$ cat config.mk
export PLATFORM = sky130hd
export DESIGN_NAME = plic_claim_agent
export DESIGN_NICKNAME = d
export VERILOG_FILES = /design/src/rtl/plic_claim_agent_pkg.sv /design/src/rtl/plic_claim_agent.sv
export SDC_FILE = /design/constraint.sdc
export NUM_CORES = 1
export LEC_CHECK = 0
export CORE_MARGIN = 2
export CORE_UTILIZATION = 35
export DETAILED_ROUTE_END_ITERATION = 16
export PLACE_DENSITY = 0.87
export SLEW_MARGIN = 20
export SYNTH_ARGS = -nofsm -noshare
export SYNTH_HDL_FRONTEND = slang
export SYNTH_SLANG_ARGS = --single-unit
$ cat constraint.sdc
create_clock -name clk_i -period 1.7 [get_ports clk_i]
set_input_delay 0.255 -clock clk_i [delete_from_list [all_inputs] [get_ports clk_i]]
set_output_delay 0.255 -clock clk_i [all_outputs]
set_load 0.03 [all_outputs]
$ cat src/rtl/plic_claim_agent_pkg.sv
// Shared PLIC definitions: register offsets, ID width and claim-agent state encoding.
package plic_claim_agent_pkg;

    localparam logic [31:0] PLIC_CLAIMCOMP_ADDR = 32'h24;
    localparam int unsigned PLIC_IRQ_WIDTH      = 5;

    typedef enum logic [2:0] {
        StIdle,
        StClmSetup,
        StClmAccess,
        StDispatch,
        StWaitDone,
        StCmpSetup,
        StCmpAccess,
        StGap
    } plic_claim_state_e;

endpackage

$ cat src/rtl/plic_claim_agent.sv
// PLIC target-side claim/complete engine: claims over APB, dispatches the ID to a
// hardware handler, and writes the completion back once the handler is done.
module plic_claim_agent
    import plic_claim_agent_pkg::*;
#(
    parameter logic [31:0] BASE_ADDR      = 32'h0000_0000,
    parameter int unsigned IRQ_WIDTH      = PLIC_IRQ_WIDTH,
    parameter int unsigned SPUR_CNT_WIDTH = 8
) (
    input  logic                      clk_i,
    input  logic                      rst_i,
    input  logic                      irq_i,
    output logic [31:0]               paddr_o,
    output logic [2:0]                pprot_o,
    output logic                      psel_o,
    output logic                      penable_o,
    output logic                      pwrite_o,
    output logic [31:0]               pwdata_o,
    output logic [3:0]                pstrb_o,
    input  logic                      pready_i,
    input  logic [31:0]               prdata_i,
    input  logic                      pslverr_i,
    output logic [IRQ_WIDTH-1:0]      id_o,
    output logic                      id_valid_o,
    input  logic                      id_ready_i,
    input  logic                      done_i,
    output logic                      busy_o,
    output logic                      err_o,
    output logic [SPUR_CNT_WIDTH-1:0] spur_cnt_o
);

    localparam logic [31:0] ClaimAddr = BASE_ADDR + PLIC_CLAIMCOMP_ADDR;

    plic_claim_state_e state_q;

    logic unused_prdata;
    assign unused_prdata = ^prdata_i[31:IRQ_WIDTH];

    assign pprot_o = 3'b000;
    assign busy_o  = (state_q != StIdle);

    // APB outputs are loaded on the transition into each phase so they are registered
    // and stay constant from SETUP through the pready cycle.
    always_ff @(posedge clk_i or posedge rst_i) begin
        if (rst_i) begin
            state_q    <= StIdle;
            paddr_o    <= '0;
            psel_o     <= 1'b0;
            penable_o  <= 1'b0;
            pwrite_o   <= 1'b0;
            pwdata_o   <= '0;
            pstrb_o    <= 4'h0;
            id_o       <= '0;
            id_valid_o <= 1'b0;
            err_o      <= 1'b0;
            spur_cnt_o <= '0;
        end else begin
            err_o <= 1'b0;
            case (state_q)
                StIdle: begin
                    if (irq_i) begin
                        state_q   <= StClmSetup;
                        psel_o    <= 1'b1;
                        penable_o <= 1'b0;
                        pwrite_o  <= 1'b0;
                        paddr_o   <= ClaimAddr;
                        pstrb_o   <= 4'h0;
                    end
                end
                StClmSetup: begin
                    state_q   <= StClmAccess;
                    penable_o <= 1'b1;
                end
                StClmAccess: begin
                    if (pready_i) begin
                        psel_o    <= 1'b0;
                        penable_o <= 1'b0;
                        paddr_o   <= '0;
                        if (pslverr_i) begin
                            err_o   <= 1'b1;
                            state_q <= StGap;
                        end else if (prdata_i[IRQ_WIDTH-1:0] == '0) begin
                            if (spur_cnt_o != '1) begin
                                spur_cnt_o <= spur_cnt_o + SPUR_CNT_WIDTH'(1);
                            end
                            state_q <= StGap;
                        end else begin
                            id_o       <= prdata_i[IRQ_WIDTH-1:0];
                            id_valid_o <= 1'b1;
                            state_q    <= StDispatch;
                        end
                    end
                end
                StDispatch: begin
                    if (id_ready_i) begin
                        id_valid_o <= 1'b0;
                        state_q    <= StWaitDone;
                    end
                end
                StWaitDone: begin
                    if (done_i) begin
                        state_q   <= StCmpSetup;
                        psel_o    <= 1'b1;
                        penable_o <= 1'b0;
                        pwrite_o  <= 1'b1;
                        paddr_o   <= ClaimAddr;
                        pwdata_o  <= 32'(id_o);
                        pstrb_o   <= 4'hF;
                    end
                end
                StCmpSetup: begin
                    state_q   <= StCmpAccess;
                    penable_o <= 1'b1;
                end
                StCmpAccess: begin
                    if (pready_i) begin
                        err_o     <= pslverr_i;
                        psel_o    <= 1'b0;
                        penable_o <= 1'b0;
                        pwrite_o  <= 1'b0;
                        paddr_o   <= '0;
                        pwdata_o  <= '0;
                        pstrb_o   <= 4'h0;
                        state_q   <= StGap;
                    end
                end
                StGap: begin
                    state_q <= StIdle;
                end
                default: begin
                    state_q <= StIdle;
                end
            endcase
        end
    end

endmodule

==> results of run 1 <==
[registers in the layout (all words and copies together) (netlist names)]
| signal | cells |
|---|---|
| err_o | 1 |
| penable_o | 1 |
| state_q | 3 |
| id_valid_o | 1 |
| paddr_o | 1 |
| pstrb_o | 1 |
| id_o | 5 |
| spur_cnt_o | 8 |
| pwdata_o | 5 |
[worst max path at each step]
stage / to
global route: busy_o
detailed placement: spur_cnt_o[1]
finish: busy_o
global placement: id_o[0]
CTS: pstrb_o[2]
floorplan: spur_cnt_o[1]
[stage by stage]
step	setup WS (ps)	hold WS [ps]	cell area, um^2
floorplan	73.1	295	1990
global placement	-275	491	2050
detailed placement	-332	502	2050
CTS	1.55	348	2100
global route	7.39	353	2120
finish	39.6	345	2120
[cells in the mapped netlist]
cell                       count
sky130_fd_sc_hd__a32oi_1       1
sky130_fd_sc_hd__mux2_4        2
sky130_fd_sc_hd__ha_1          1
sky130_fd_sc_hd__nand2_1       2
sky130_fd_sc_hd__and3_1        3
sky130_fd_sc_hd__or3_1         1
sky130_fd_sc_hd__nand3b_1      1
sky130_fd_sc_hd__nand4_4       1
sky130_fd_sc_hd__nand3_1       8
sky130_fd_sc_hd__a31oi_1       1
sky130_fd_sc_hd__o21ai_0       7
sky130_fd_sc_hd__inv_1         9
sky130_fd_sc_hd__nor3_1        1
sky130_fd_sc_hd__o32ai_1       1
sky130_fd_sc_hd__mux2i_1       2
sky130_fd_sc_hd__nor2_1        8
sky130_fd_sc_hd__a21oi_1       7
sky130_fd_sc_hd__buf_6         1
sky130_fd_sc_hd__nor4_2        1
sky130_fd_sc_hd__mux2_2        5
sky130_fd_sc_hd__nor2b_1       3
sky130_fd_sc_hd__clkbuf_1      2
sky130_fd_sc_hd__and4b_1       1
sky130_fd_sc_hd__a21boi_0      1
sky130_fd_sc_hd__buf_4        66
sky130_fd_sc_hd__o211ai_1      1
sky130_fd_sc_hd__xnor2_1       4
sky130_fd_sc_hd__and4bb_1      1
sky130_fd_sc_hd__and2_1        1
sky130_fd_sc_hd__dfrtp_1      26
sky130_fd_sc_hd__and4_4        1
sky130_fd_sc_hd__o41ai_1       1
sky130_fd_sc_hd__nand2b_1      3
sky130_fd_sc_hd__buf_2         2
sky130_fd_sc_hd__and2_4        1
sky130_fd_sc_hd__nand4_1       3
sky130_fd_sc_hd__conb_1        1
sky130_fd_sc_hd__xor2_1        1
sky130_fd_sc_hd__nor3b_2       1
sky130_fd_sc_hd__a22o_1        1
[routing by layer]
| metal | GRT usage (%) | vias up | routed length [um] |
|---|---|---|---|
| met3 | 3.08 | 2 | 195 |
| met5 | 0 | - | 0 |
| met4 | 2.78 | 0 | 10 |
| met2 | 20.3 | 49 | 1790 |
| met1 | 12.1 | 579 | 1250 |
| li1 | - | 577 | - |
[logic make-up (layout without fill, tap and decap cells)]
logic type / Yosys count / in the layout / share of synthesized area [%]
xor+xnor: 5 / 5 / 2.48
other cells: 1 / 60 / 0.212
compound gates: 21 / 21 / 7.15
mux: 9 / 9 / 6.02
buf+inv: 80 / 65 / 31.6
simple gates: 41 / 41 / 15.1
fa+ha+maj: 1 / 1 / 0.708
flops: 26 / 26 / 36.8
[layout make-up]
type                       instances  area [um^2]
timing repair buffer              53          517
multi-input combinational        137          792
sequential                        26          651
fill                             468         2670
inverter                           9         33.8
clock buffer                       3         41.3
tap                               67         83.8
[power by group through the flow]
stage / Sequential (mW) / Combinational [mW] / Clock, mW
final: 0.948 / 1.63 / 0.335
after global routing: 0.977 / 1.75 / 0.359
after CTS: 0.950 / 1.65 / 0.348
after detailed placement: 0.961 / 1.65 / 0
after global placement: 0.953 / 1.62 / 0
after floorplan: 1.24 / 0.909 / 0
[critical path: cells and delay by family (launching register included)]
family                 cells  cell delay [ps]
DFF                        1              410
and+or+nand+nor            1              360
buffers and inverters      1              370
[repair_timing]
action | 4_1_cts | 5_1_grt
resized for setup | 6 | 8
endpoints found under the hold margin | 0 | 0
setup endpoints to repair | 12 | 13
pin swaps | 2 | 2
==> reports/qor.yml, run 1 <==
outcome:
  run_status: "completed"
synth:
  synthesis.area_um2: 1770
  syn_inst: 184
  ys_warn_count: 0
  ys_seq_area_share_pct: 36.8
  syn_avg_cell_area_um2: 9.61
  synth_top_cells_by_area: "sky130_fd_sc_hd__dfrtp_1 (37%), sky130_fd_sc_hd__buf_4 (28%), sky130_fd_sc_hd__mux2_2 (3.2%)"
  synth.largest_area_cell: "sky130_fd_sc_hd__dfrtp_1"
  post_synth_num_cell_types: 40
  yosysTopAreaCellShare_pct: 36.8
  synth.ff_latch_count: 26
cells_and_area:
  insertedDiodeCount: 0
  mostFrequentLayoutCells: "sky130_fd_sc_hd__conb_1 (60), sky130_fd_sc_hd__clkdlybuf4s50_1 (30), sky130_fd_sc_hd__dfrtp_1 (26), sky130_fd_sc_hd__buf_4 (12), sky130_fd_sc_hd__inv_1 (9)"
  nNetsFinal: 270
  final_common_cell: "sky130_fd_sc_hd__conb_1"
  final_util_pct: 44.3
  layout-area-overhead-vs-synth_pct: 19.8
  layoutNonFillerInstCount: 295
  drive_above_1_share_pct: 12.7
cts:
  clk_latency_ps: 260
  clockBufferDepth: 2
  cts_root_buffer: "sky130_fd_sc_hd__clkbuf_8"
  cts_tree: "done"
  number_of_h_tree_levels: 1
  cts_hold_buf: 0
  post-cts-setup-buffer-count: 0
  worst_setup_hold_path_clk_slew_ps: 80
  cts_inserted_buffers: 3
  cts.sinks: 26
power_and_ir_drop:
  static-leakage-power_nw: 1.12
  cell_internal_pwr_mw: 1.59
  sw_ratio_pct: 45.3
  sequentialPowerShare_pct: 32.5
  switchingPower_mw: 1.32
  clock_power_share_pct: 11.5
  ir_drop_mv: 0.488
  power.density_cell_area_nw_per_um2: 1380
  combPwrFrac_pct: 56.0
  post_layout_power_mw: 2.92
detailed_routing:
  route.detailed.wl_per_inst_um: 11.0
  drt-pass1-iter-count: 4
  route.detailed.vias_per_inst: 4.09
  first_iter_violations: 17
  drtAntennaViolNets: 0
  remaining_drc_errors: 0
  wire_length_after_detailed_routing_um: 3240
  detailroute.via_count: 1207
floorplan:
  fp.dieH_um: 75.1
  floorplan.initialDensity_pct: 36.9
  rows: 25
  die_area_um2: 5640
  die_w_um: 75.1
  design.portCount: 129
  core_region_area_um2: 4790
worst_setup_path:
  worstReg2RegStart: "state_q[2]"
  r2r_slack_ps: 150
  cp-start-kind: "register"
  critical_path_peak_fanout: 4
  critPathCaptureType: "output pin"
  timing.critical_path.cells: "or3_1 -> dlygate4sd2_1"
  critical_path.reg2reg.endpoint: "spur_cnt_o[1]"
  worstSetupPathType: "reg -> out"
  timing.critical_path.slowest_cell_delay_ps: 410
  timing.critical_path.arrival_ps: 1410
  worst-endpoint-required_ps: 1440
  cell_at_the_slowest_stage_of_the_critical_path: "sky130_fd_sc_hd__dfrtp_1"
  timing.reg2reg.worst_path_depth: 5
  critical_path.startpoint: "state_q[0]"
global_route:
  grt_pass1_vias: 1097
  global_route.usage.total_pct: 10.9
  antenna_found_initial: 0
  grt-ovfl-total: 0
  wire_length_of_the_first_global_routing_pass_um: 4780
  grt_max_degree: 27
place:
  io_buffer_count: 41
  number_of_placed_instances_taps_included: 292
  dpl.hpwl_um: 2570
  gp_congestion: 0.770
timing:
  finalMaxSlewViolations: 0
  timing.fmax_mhz: 602
  final_hold_violation_count: 0
  grt_setup_unrepaired: "no"
  report.final.setup_viol: 0
  finalSetupTns_ps: 0
  post-route-period-util_pct: 97.7
  final.min_clock_period_ps: 1660
  worst_clk_skew_ps: 2.35
min_path:
  hold_class: "in -> async"
job:
  maxCapViolations: 0
Power figures use the tool's default switching activity.
==> inputs of run 2 (changes only) <==
- TNS_END_PERCENT: default -> 100
==> results of run 2 <==
The final DEF is identical to that of run 1; final timing and power are the same.
